<file path="src/rtl/instr_prefetch_queue_if.sv">
// instr_prefetch_queue_if: bundles the redirect, instruction-memory and IF/ID
// handshake signals of the instruction prefetch queue.
// master = the prefetch queue itself; slave = the surrounding pipeline/memory.
interface instr_prefetch_queue_if #(
    parameter int ADDR_W  = 64,
    parameter int INSTR_W = 32
);
    // Redirect (branch / jalr flush)
    logic               redirect;
    logic [ADDR_W-1:0]  redirect_pc;

    // Instruction memory request/response
    logic               imem_req;
    logic [ADDR_W-1:0]  imem_addr;
    logic               imem_ack;
    logic [INSTR_W-1:0] imem_rdata;

    // IF/ID delivery handshake
    logic               if_valid;
    logic               if_ready;
    logic [INSTR_W-1:0] if_instr;
    logic [ADDR_W-1:0]  if_pc;

    modport master (
        input  redirect,
        input  redirect_pc,
        output imem_req,
        output imem_addr,
        input  imem_ack,
        input  imem_rdata,
        output if_valid,
        input  if_ready,
        output if_instr,
        output if_pc
    );

    modport slave (
        output redirect,
        output redirect_pc,
        input  imem_req,
        input  imem_addr,
        output imem_ack,
        output imem_rdata,
        input  if_valid,
        output if_ready,
        input  if_instr,
        input  if_pc
    );
endinterface

</file>
<file path="src/rtl/instr_prefetch_queue.sv">
// instr_prefetch_queue: instruction fetch front-end feeding the IF/ID register.
// Issues sequential word fetches (one outstanding at a time), buffers returned
// words with their PCs in a DEPTH-entry FIFO and hands them to IF/ID over a
// valid/ready handshake. A redirect flushes the FIFO and restarts fetch; a
// request still outstanding at redirect time has its response discarded.
// Build option: define IPQ_BYPASS_EN to let a returning word reach IF/ID in the
// same cycle when the FIFO is empty; otherwise all outputs come from registers.
module instr_prefetch_queue #(
    parameter int                DEPTH    = 4,
    parameter int                ADDR_W   = 64,
    parameter int                INSTR_W  = 32,
    parameter logic [ADDR_W-1:0] RESET_PC = {ADDR_W{1'b0}}
) (
    input  logic                   clk,
    input  logic                   rst,
    instr_prefetch_queue_if.master bus
);
    localparam int IDX_W = $clog2(DEPTH);
    localparam int PTR_W = IDX_W + 1;
    localparam logic [ADDR_W-1:0] WORD_MASK = ~{{(ADDR_W-2){1'b0}}, 2'b11};
    localparam logic [ADDR_W-1:0] PC_STEP   = ADDR_W'(4);

    // IDLE: nothing outstanding. WAIT: request outstanding, response wanted.
    // DROP: request outstanding but made stale by a redirect; discard its response.
    typedef enum logic [1:0] {
        ST_IDLE = 2'd0,
        ST_WAIT = 2'd1,
        ST_DROP = 2'd2
    } fetch_state_e;

    fetch_state_e       state_q, state_d;
    logic [ADDR_W-1:0]  fetch_pc_q, fetch_pc_d;
    logic [ADDR_W-1:0]  req_addr_q, req_addr_d;
    logic [PTR_W-1:0]   wr_ptr_q, wr_ptr_d;
    logic [PTR_W-1:0]   rd_ptr_q, rd_ptr_d;
    logic [ADDR_W-1:0]  pc_mem_q    [DEPTH];
    logic [INSTR_W-1:0] instr_mem_q [DEPTH];

    logic [IDX_W-1:0]   wr_idx, rd_idx;
    logic [DEPTH-1:0]   slot_we;
    logic               fifo_empty, fifo_full;
    logic               pop_en, push_en;
    logic               issue, req, ack_fire, accept;
    logic [ADDR_W-1:0]  imem_addr;

    assign wr_idx     = wr_ptr_q[IDX_W-1:0];
    assign rd_idx     = rd_ptr_q[IDX_W-1:0];
    assign fifo_empty = (wr_ptr_q == rd_ptr_q);
    assign fifo_full  = (wr_ptr_q[IDX_W] != rd_ptr_q[IDX_W]) && (wr_idx == rd_idx);

    // A redirect cancels the head, so no pop is taken in that cycle.
    assign pop_en = rst && !fifo_empty && bus.if_ready && !bus.redirect;

    // New request only from IDLE; a full FIFO may still issue when the head
    // leaves this same cycle, which keeps zero-wait memory at 1 word/cycle.
    assign issue = rst && (state_q == ST_IDLE) && !bus.redirect && (!fifo_full || pop_en);

    // An outstanding request (WAIT or DROP) keeps req/addr asserted until ack.
    assign req       = issue || (rst && (state_q != ST_IDLE));
    assign imem_addr = (state_q == ST_IDLE) ? fetch_pc_q : req_addr_q;
    assign ack_fire  = req && bus.imem_ack;

    // A response is kept unless it belongs to a stale request or a redirect
    // arrives with it.
    assign accept = ack_fire && (state_q != ST_DROP) && !bus.redirect;

    assign bus.imem_req  = req;
    assign bus.imem_addr = imem_addr;

`ifdef IPQ_BYPASS_EN
    logic bypass_hit;

    // Empty FIFO: the returning word goes straight to IF/ID and is only
    // buffered if IF/ID does not take it this cycle.
    assign bypass_hit   = accept && fifo_empty;
    assign push_en      = accept && !(bypass_hit && bus.if_ready);
    assign bus.if_valid = !fifo_empty || bypass_hit;
    assign bus.if_instr = bypass_hit ? bus.imem_rdata : instr_mem_q[rd_idx];
    assign bus.if_pc    = bypass_hit ? imem_addr      : pc_mem_q[rd_idx];
`else
    assign push_en      = accept;
    assign bus.if_valid = !fifo_empty;
    assign bus.if_instr = instr_mem_q[rd_idx];
    assign bus.if_pc    = pc_mem_q[rd_idx];
`endif

    // Per-slot write enables decoded from the write pointer.
    generate
        for (genvar gi = 0; gi < DEPTH; gi++) begin : g_slot_we
            assign slot_we[gi] = push_en && (wr_idx == IDX_W'(gi));
        end
    endgenerate

    // Fetch FSM next state: track the single outstanding request.
    always_comb begin
        state_d = state_q;
        case (state_q)
            ST_IDLE: begin
                if (issue && !bus.imem_ack) begin
                    state_d = ST_WAIT;
                end
            end
            ST_WAIT: begin
                if (ack_fire) begin
                    state_d = ST_IDLE;
                end else if (bus.redirect) begin
                    state_d = ST_DROP;
                end
            end
            ST_DROP: begin
                if (ack_fire) begin
                    state_d = ST_IDLE;
                end
            end
            default: begin
                state_d = ST_IDLE;
            end
        endcase
    end

    // Fetch FSM state register.
    always_ff @(posedge clk) begin
        if (!rst) begin
            state_q <= ST_IDLE;
        end else begin
            state_q <= state_d;
        end
    end

    // Datapath next state: fetch PC, held request address and FIFO pointers.
    always_comb begin
        fetch_pc_d = fetch_pc_q;
        req_addr_d = req_addr_q;
        wr_ptr_d   = wr_ptr_q;
        rd_ptr_d   = rd_ptr_q;
        if (issue) begin
            req_addr_d = fetch_pc_q;
        end
        if (bus.redirect) begin
            fetch_pc_d = bus.redirect_pc & WORD_MASK;
            wr_ptr_d   = '0;
            rd_ptr_d   = '0;
        end else begin
            if (accept) begin
                fetch_pc_d = fetch_pc_q + PC_STEP;
            end
            if (push_en) begin
                wr_ptr_d = wr_ptr_q + PTR_W'(1);
            end
            if (pop_en) begin
                rd_ptr_d = rd_ptr_q + PTR_W'(1);
            end
        end
    end

    // Datapath registers.
    always_ff @(posedge clk) begin
        if (!rst) begin
            fetch_pc_q <= RESET_PC & WORD_MASK;
            req_addr_q <= '0;
            wr_ptr_q   <= '0;
            rd_ptr_q   <= '0;
        end else begin
            fetch_pc_q <= fetch_pc_d;
            req_addr_q <= req_addr_d;
            wr_ptr_q   <= wr_ptr_d;
            rd_ptr_q   <= rd_ptr_d;
        end
    end

    // FIFO storage: each slot captures the word and its PC when written;
    // cleared on reset so the head outputs read zero.
    always_ff @(posedge clk) begin
        for (int i = 0; i < DEPTH; i++) begin
            if (!rst) begin
                pc_mem_q[i]    <= '0;
                instr_mem_q[i] <= '0;
            end else if (slot_we[i]) begin
                pc_mem_q[i]    <= imem_addr;
                instr_mem_q[i] <= bus.imem_rdata;
            end
        end
    end

    // The request throttle must never let a word arrive into a full FIFO
    // unless the head leaves in the same cycle.
    a_no_push_when_full: assert property (
        @(posedge clk) disable iff (!rst) !(push_en && fifo_full && !pop_en)
    );

endmodule

</file>
<file path="src/flat_wrapper.sv">
// flat-port wrapper written by rule: the top's interface ports become plain ports
module instr_prefetch_queue_flat 
#(
    parameter int                DEPTH    = 4,
    parameter int                ADDR_W   = 64,
    parameter int                INSTR_W  = 32,
    parameter logic [ADDR_W-1:0] RESET_PC = {ADDR_W{1'b0}}
)
  (clk, rst, bus_redirect, bus_redirect_pc, bus_imem_req, bus_imem_addr, bus_imem_ack, bus_imem_rdata, bus_if_valid, bus_if_ready, bus_if_instr, bus_if_pc);
  instr_prefetch_queue_if #(.ADDR_W(ADDR_W), .INSTR_W(INSTR_W)) bus_i ();
  input  logic clk;
  input  logic rst;
  input wire logic [$bits(bus_i.redirect)-1:0] bus_redirect;
  input wire logic [$bits(bus_i.redirect_pc)-1:0] bus_redirect_pc;
  output wire logic [$bits(bus_i.imem_req)-1:0] bus_imem_req;
  output wire logic [$bits(bus_i.imem_addr)-1:0] bus_imem_addr;
  input wire logic [$bits(bus_i.imem_ack)-1:0] bus_imem_ack;
  input wire logic [$bits(bus_i.imem_rdata)-1:0] bus_imem_rdata;
  output wire logic [$bits(bus_i.if_valid)-1:0] bus_if_valid;
  input wire logic [$bits(bus_i.if_ready)-1:0] bus_if_ready;
  output wire logic [$bits(bus_i.if_instr)-1:0] bus_if_instr;
  output wire logic [$bits(bus_i.if_pc)-1:0] bus_if_pc;
  assign bus_i.redirect = bus_redirect;
  assign bus_i.redirect_pc = bus_redirect_pc;
  assign bus_imem_req = bus_i.imem_req;
  assign bus_imem_addr = bus_i.imem_addr;
  assign bus_i.imem_ack = bus_imem_ack;
  assign bus_i.imem_rdata = bus_imem_rdata;
  assign bus_if_valid = bus_i.if_valid;
  assign bus_i.if_ready = bus_if_ready;
  assign bus_if_instr = bus_i.if_instr;
  assign bus_if_pc = bus_i.if_pc;
  instr_prefetch_queue #(.DEPTH(DEPTH), .ADDR_W(ADDR_W), .INSTR_W(INSTR_W), .RESET_PC(RESET_PC)) u_core (.clk(clk), .rst(rst), .bus(bus_i));
endmodule
</file>
<file path="config.mk">
export PLATFORM = sky130hd
export DESIGN_NAME = instr_prefetch_queue_flat
export DESIGN_NICKNAME = d
export VERILOG_FILES = /design/src/rtl/instr_prefetch_queue_if.sv /design/src/rtl/instr_prefetch_queue.sv /design/src/flat_wrapper.sv
export SDC_FILE = /design/constraint.sdc
export NUM_CORES = 1
export LEC_CHECK = 0
export ABC_AREA = 0
export CORE_ASPECT_RATIO = 1.75
export CORE_MARGIN = 2
export CORE_UTILIZATION = 45
export CTS_CLUSTER_SIZE = 20
export DETAILED_ROUTE_END_ITERATION = 10
export MAX_ROUTING_LAYER = met4
export PLACE_DENSITY = 0.66
export SLEW_MARGIN = 20
export SYNTH_ARGS = -nofsm -noshare
export SYNTH_HDL_FRONTEND = slang
export SYNTH_SLANG_ARGS = --single-unit
export TNS_END_PERCENT = 100
</file>
<file path="constraint.sdc">
create_clock -name clk -period 6.4 [get_ports clk]
set_clock_uncertainty 0.05 [all_clocks]
set_input_delay 1.28 -clock clk [delete_from_list [all_inputs] [get_ports clk]]
set_output_delay 1.28 -clock clk [all_outputs]
set_load 0.1 [all_outputs]
</file>
==> results.yml, run 1 <==
status:
  status: "finished clean"
logic_synthesis:
  synth_top_area_frac: 0.495
  synth_xor_area_frac: 0.00614
  synth_commonest_cells: "edfxtp_1, nor2_1, nand2_1, dfxtp_1, and2_1"
  ys_seq_area_frac: 0.612
  syn_area_per_cell_um2: 12.1
  synth.cell_area_mm2: 0.0228
  synth_compound_area_frac: 0.0648
  ys_top_cells_by_area: "edfxtp_1, dfxtp_1, mux4_2, nor2_1, and2_1"
  synth_largest_area_cell: "edfxtp_1"
  synthesis.instances: 1881
  synthSimpleGateAreaFrac: 0.158
  synth.distinct_cells: 61
  synthFlopType: "edfxtp_1"
  synth_top_family_by_area: "simple AND/OR/NAND/NOR gates"
  synth-edff-count: 376
  yosys_warnings: 0
  synth_mux_area_frac: 0.120
  synth_fa_ha_area_frac: 0.00329
  async_flop_share: 0
  synth-seq-cells: 510
  synth_most_common_cell: "edfxtp_1"
global_route:
  track_usage: 0.239
  grt_pass1_wl_um: 93100
  gr-total-overflow: 0
  grt_pass1_vias: 16100
  antenna_found_initial: 14
  grt_max_degree: 105
route:
  drcViolationCount: 0
  dr.max_layer_used: "met4"
  avgRoutedWirePerCell_um: 22.0
  met1Wirelength_um: 23800
  ant_nets: 0
  met3_wirelength_um: 3540
  vias: 15700
  drtPass1Iterations: 5
  wl_met2_um: 32400
  first_iter_violations: 1125
  viasPerCell: 5.59
  wirelength_um: 61600
clock_tree:
  cts_buffers: 47
  clock_sinks: 510
  post-cts-setup-buffers: 0
  cts_root_buf: "clkbuf_16"
  clk_pin_slew_worst_paths_ns: 0.06
  cts-resized-gates: 0
  cts_tree: "built"
  cts_max_level: 2
  ctsHoldBuffers: 0
  clkLatencyLatePin_ns: 0.57
  clk_path_buf_depth: 3
timing:
  finalSetupViolCount: 0
  finalSetupTns_ns: 0
  fin_crit_sh: 0.849
  setup_ws_ns: 0.967
  slew_viol_final: 0
  min_period_ns: 5.43
  clock.fmax_ghz: 0.184
  timing.slew.headroom: 0.267
  tightest_slew_ns: 1.09
  final-hold-violation-count: 0
  rsz0062_at_grt: "no"
cells_and_area:
  nets: 2189
  area_growth_pct: 21.0
  final_layout_size_suffix_gt1_frac: 0.107
worst_setup_path:
  crit_chain: "inv_1, nand2_4, buf_12, mux2i_1, inv_1, clkdlybuf4s50_1"
  path_max_fanout: 34
  reg2reg_from: "u_core.state_q[0]"
  crit_type: "flop to output port"
  r2r_setup_slack_ns: 2.90
  worst-path-buf-inv: 4
  crit_path_start_kind: "flop"
  critical_path.most_common_cell: "inv_1"
  required_ns: 5.07
  worst_ep_arrival_time_ns: 4.10
  cp-end-kind: "output port"
  crit_path_start: "u_core.state_q[0]"
  cpMaxStageDelayCell: "clkdlybuf4s50_1"
  cp_top_family: "buffers and inverters"
  critical_path.max_stage_delay_ns: 0.98
place:
  gp_congestion: 0.825
  dpl_worst_slack_ns: 1.56
  hpwl_um: 38900
  port_buffers: 256
power_and_ir_drop:
  finalPower_mw: 7.65
  p_leak_nw: 9.63
  ir_drop_v: 0.000225
  powerDensity_mw_per_mm2: 277
floorplanning:
  initial_core_util: 0.454
  io_pins: 263
  dieArea_mm2: 0.0526
  core_mm2: 0.0503
  dieWidth_um: 174
  die_height_um: 302
  rows: 109
hold_path:
  hold_class: "flop to flop"
  worst_hold_startpoint: "u_core.req_addr_q[33]"
job:
  drv_cap: 0
==> worst register-to-register path: stages (launching register included) <==
cell	delay [ns]
dfxtp_1	0.44
inv_1	0.43
nand2_4	0.45
buf_12	0.40
nor3_2	0.28
buf_4	0.49
buf_4	0.57
o21ai_0	0.24
==> cells in the final DEF (no fill, tap or decap), drive strengths merged, types with 12 or more instances in the layout <==
| cell | netlist | final |
|---|---|---|
| a21oi | 17 | 17 |
| a211oi | 14 | 14 |
| dfxtp | 134 | 134 |
| and2 | 130 | 130 |
| o31ai | 20 | 20 |
| a31oi | 27 | 27 |
| o21ai | 128 | 128 |
| mux4 | 94 | 94 |
| clkinv | 0 | 17 |
| and3 | 20 | 20 |
| inv | 73 | 77 |
| nor3 | 15 | 15 |
| nand3 | 31 | 31 |
| buf | 27 | 31 |
| clkdlybuf4s50 | 0 | 254 |
| diode | 0 | 14 |
| or4 | 21 | 21 |
| clkbuf | 109 | 59 |
| mux2i | 63 | 63 |
| nand2 | 168 | 168 |
| nand4 | 25 | 25 |
| nor4 | 17 | 17 |
| nor2 | 271 | 271 |
| xnor2 | 12 | 12 |
| edfxtp | 376 | 376 |
==> power breakdown <==
part | total (mW) | switching [mW] | leakage (nW) | internal, mW
sequential | 3.78 | 0.0919 | 5.01 | 3.68
clock | 2.79 | 1.26 | 0.738 | 1.53
combinational | 1.08 | 0.802 | 3.88 | 0.280
total | 7.65 | 2.16 | 9.63 | 5.50
==> registers in the layout, summed over array words and instances, names as in the netlist, named ones only <==
signal              cells
u_core.state_q          2
u_core.req_addr_q      62
u_core.pc_mem_q       248
u_core.fetch_pc_q      62
u_core.wr_ptr_q         3
u_core.instr_mem_q    128
u_core.rd_ptr_q         3
==> routing by layer <==
layer / vias to the layer above / GRT usage
met2: 511 / 0.432
met3: 105 / 0.0422
met4: 0 / 0.0782
met1: 7784 / 0.268
met5: - / -
li1: 7261 / -
==> worst paths after layout <==
kind,end,cells past startpoint
worst max-delay path,bus_imem_addr[37],6
worst min-delay path,u_core.req_addr_q[33],2
worst max register to register,u_core.req_addr_q[39],7
worst min register to register,u_core.req_addr_q[33],2
==> metrics by stage <==
| step | cell area (um^2) | hold WS (ns) | instances | utilization |
|---|---|---|---|---|
| after CTS | 27600 | 0.410 | 2787 | 0.548 |
| after detailed placement | 26100 | 0.399 | 2699 | 0.518 |
| after global placement | 26100 | 0.393 | 2699 | 0.518 |
| final | 27600 | 0.409 | 2801 | 0.549 |
| after global routing | 27600 | 0.424 | 2801 | 0.549 |
| after floorplan | 22800 | 0.386 | 1884 | - |
==> kinds of logic after synthesis <==
| kind of cell | Yosys count |
|---|---|
| buffers and inverters | 209 |
| adder cells (fa/ha/maj) | 6 |
| other | 1 |
| XOR/XNOR | 16 |
| flip-flops | 510 |
| AO/OA/AOI/OAI | 241 |
| AND/OR/NAND/NOR | 741 |
| multiplexers | 157 |
==> area by class of cell <==
type	count	area, um^2
clock inverter	29	246
sequential	510	14000
antenna	14	35.0
timing repair buffer	285	2850
inverter	73	274
multi-input combinational	1165	8140
fill	4208	22700
clock buffer	59	1260
tap	666	833
(Power assumes the default switching activity.)
==> run 2, diff against run 1 <==
==> constraint.sdc (replaced) <==
create_clock -name clk -period 5.65 [get_ports clk]
set_clock_uncertainty 0.05 [all_clocks]
set_input_delay 1.13 -clock clk [delete_from_list [all_inputs] [get_ports clk]]
set_output_delay 1.13 -clock clk [all_outputs]
set_load 0.1 [all_outputs]
==> results.yml, run 2 (synthesized netlist as in run 1, its figures left out) <==
floorplanning:
  die_height_um: 302
  dieWidth_um: 174
  initial_core_util: 0.454
  dieArea_mm2: 0.0526
  io_pins: 263
  core_mm2: 0.0503
  rows: 109
clock_tree:
  cts_root_buf: "clkbuf_16"
  clk_path_buf_depth: 3
  clock_sinks: 510
  post-cts-setup-buffers: 0
  ctsHoldBuffers: 0
  cts-resized-gates: 0
  clkLatencyLatePin_ns: 0.57
  cts_buffers: 46
  cts_max_level: 2
  cts_tree: "built"
  clk_pin_slew_worst_paths_ns: 0.07
route:
  first_iter_violations: 1122
  drcViolationCount: 0
  wirelength_um: 61400
  drtPass1Iterations: 5
  vias: 15600
  viasPerCell: 5.58
  ant_nets: 0
  avgRoutedWirePerCell_um: 21.9
timing:
  finalSetupViolCount: 0
  slew_viol_final: 0
  tightest_slew_ns: 1.08
  timing.slew.headroom: 0.273
  rsz0062_at_grt: "no"
  min_period_ns: 5.23
  finalSetupTns_ns: 0
  fin_crit_sh: 0.925
  clock.fmax_ghz: 0.191
  final-hold-violation-count: 0
worst_setup_path:
  cpMaxStageDelayCell: "clkdlybuf4s50_1"
  required_ns: 4.47
  reg2reg_from: "u_core.state_q[0]"
  critical_path.most_common_cell: "inv_1"
  worst-path-buf-inv: 4
  crit_type: "flop to output port"
  critical_path_depth: 6
  crit_path_start_kind: "flop"
  r2r_cells: 6
  cp_top_family: "buffers and inverters"
  crit_path_end: "bus_imem_addr[40]"
  reg2reg_to: "u_core.req_addr_q[42]"
  r2r_setup_slack_ns: 2.57
  critical_path.max_stage_delay_ns: 0.99
  crit_chain: "inv_1, nand2_4, buf_12, mux2i_1, inv_1, clkdlybuf4s50_1"
  cp-end-kind: "output port"
  path_max_fanout: 37
  worst_ep_arrival_time_ns: 4.05
  crit_path_start: "u_core.state_q[0]"
place:
  gp_congestion: 0.808
  port_buffers: 256
  hpwl_um: 38700
cells_and_area:
  nets: 2191
  final_cell_mix: "edfxtp_1, nor2_1, clkdlybuf4s50_1"
  finish.utilization: 0.550
  registers.top_by_ff_count: "u_core.pc_mem_q"
  final_layout_size_suffix_gt1_frac: 0.103
  largest_reg_flops: 248
  area_growth_pct: 21.3
  final_common_cell: "edfxtp_1"
  largestRegisters: "u_core.pc_mem_q: 248 flops, u_core.instr_mem_q: 128 flops"
global_route:
  grt-busiest-layer: "met2"
  grt_pass1_wl_um: 93300
  track_usage: 0.239
  gr-total-overflow: 0
  grt_max_degree: 108
  antenna_found_initial: 9
  grt_pass1_vias: 16000
  met2_usage: 0.428
  grt_util_met3: 0.0388
  met1_usage: 0.272
status:
  status: "finished clean"
power_and_ir_drop:
  ir_drop_v: 0.000262
  p_leak_nw: 9.66
  powerDensity_mw_per_mm2: 315
hold_path:
  worst_hold_startpoint: "u_core.req_addr_q[29]"
  hold_class: "flop to flop"
job:
  drv_cap: 0
[run 2: cell count changes in the layout (fill, tap and decap cells not counted), sizes merged]
cell	change
diode	-5
buf	+3
clkinvlp	-3
inv	-3
bufinv	+2
clkbuf	+2
clkinv	-1
[run 2: power by group]
part           internal, mW  switching (mW)
clock                  1.83            1.39
combinational         0.321           0.911
sequential             4.17           0.103
[run 2: cell type report]
| class | count | area (um^2) |
|---|---|---|
| timing repair buffer | 288 | 2910 |
| inverter | 73 | 274 |
| clock inverter | 24 | 250 |
| multi-input combinational | 1165 | 8140 |
| sequential | 510 | 14000 |
| clock buffer | 61 | 1280 |
| antenna | 9 | 22.5 |
| tap | 666 | 833 |
| fill | 4219 | 22600 |
[run 2: metrics by stage]
| stage | cell area (um^2) | hold slack (ns) | std cells | setup WS (ns) | total power [mW] |
|---|---|---|---|---|---|
| finish | 27700 | 0.407 | 2796 | 0.422 | 8.72 |
| global route | 27700 | 0.427 | 2796 | 0.204 | 8.99 |
| CTS | 27700 | 0.410 | 2787 | 0.383 | 8.80 |
| detailed placement | 26100 | 0.399 | 2702 | 1.02 | 5.60 |
| global placement | 26100 | 0.393 | 2702 | 1.07 | 5.58 |
| floorplan | 22800 | 0.386 | 1884 | 0.731 | 5.21 |
[run 2: how the worst min path moves through the flow]
stage	slack, ns	end	cells after the start
floorplan	0.39	u_core.req_addr_q[10]	2
CTS	0.41	u_core.req_addr_q[37]	2
detailed placement	0.40	u_core.req_addr_q[60]	2
global placement	0.39	u_core.req_addr_q[53]	2
global route	0.43	u_core.req_addr_q[60]	2
finish	0.41	u_core.req_addr_q[29]	2
[run 2: worst register-to-register path, cell delays in order (launching register included)]
cell and delay [ns]:
dfxtp_1 0.44, inv_1 0.40, nand2_4 0.41, nor3_2 0.34
buf_4 0.50, buf_4 0.56, o21ai_0 0.23
[run 2: metal layers]
metal,up-vias,part of all wire
li1,7265,-
met1,7802,0.38
met2,439,0.53
met3,107,0.055
met4,0,0.030
met5,-,0
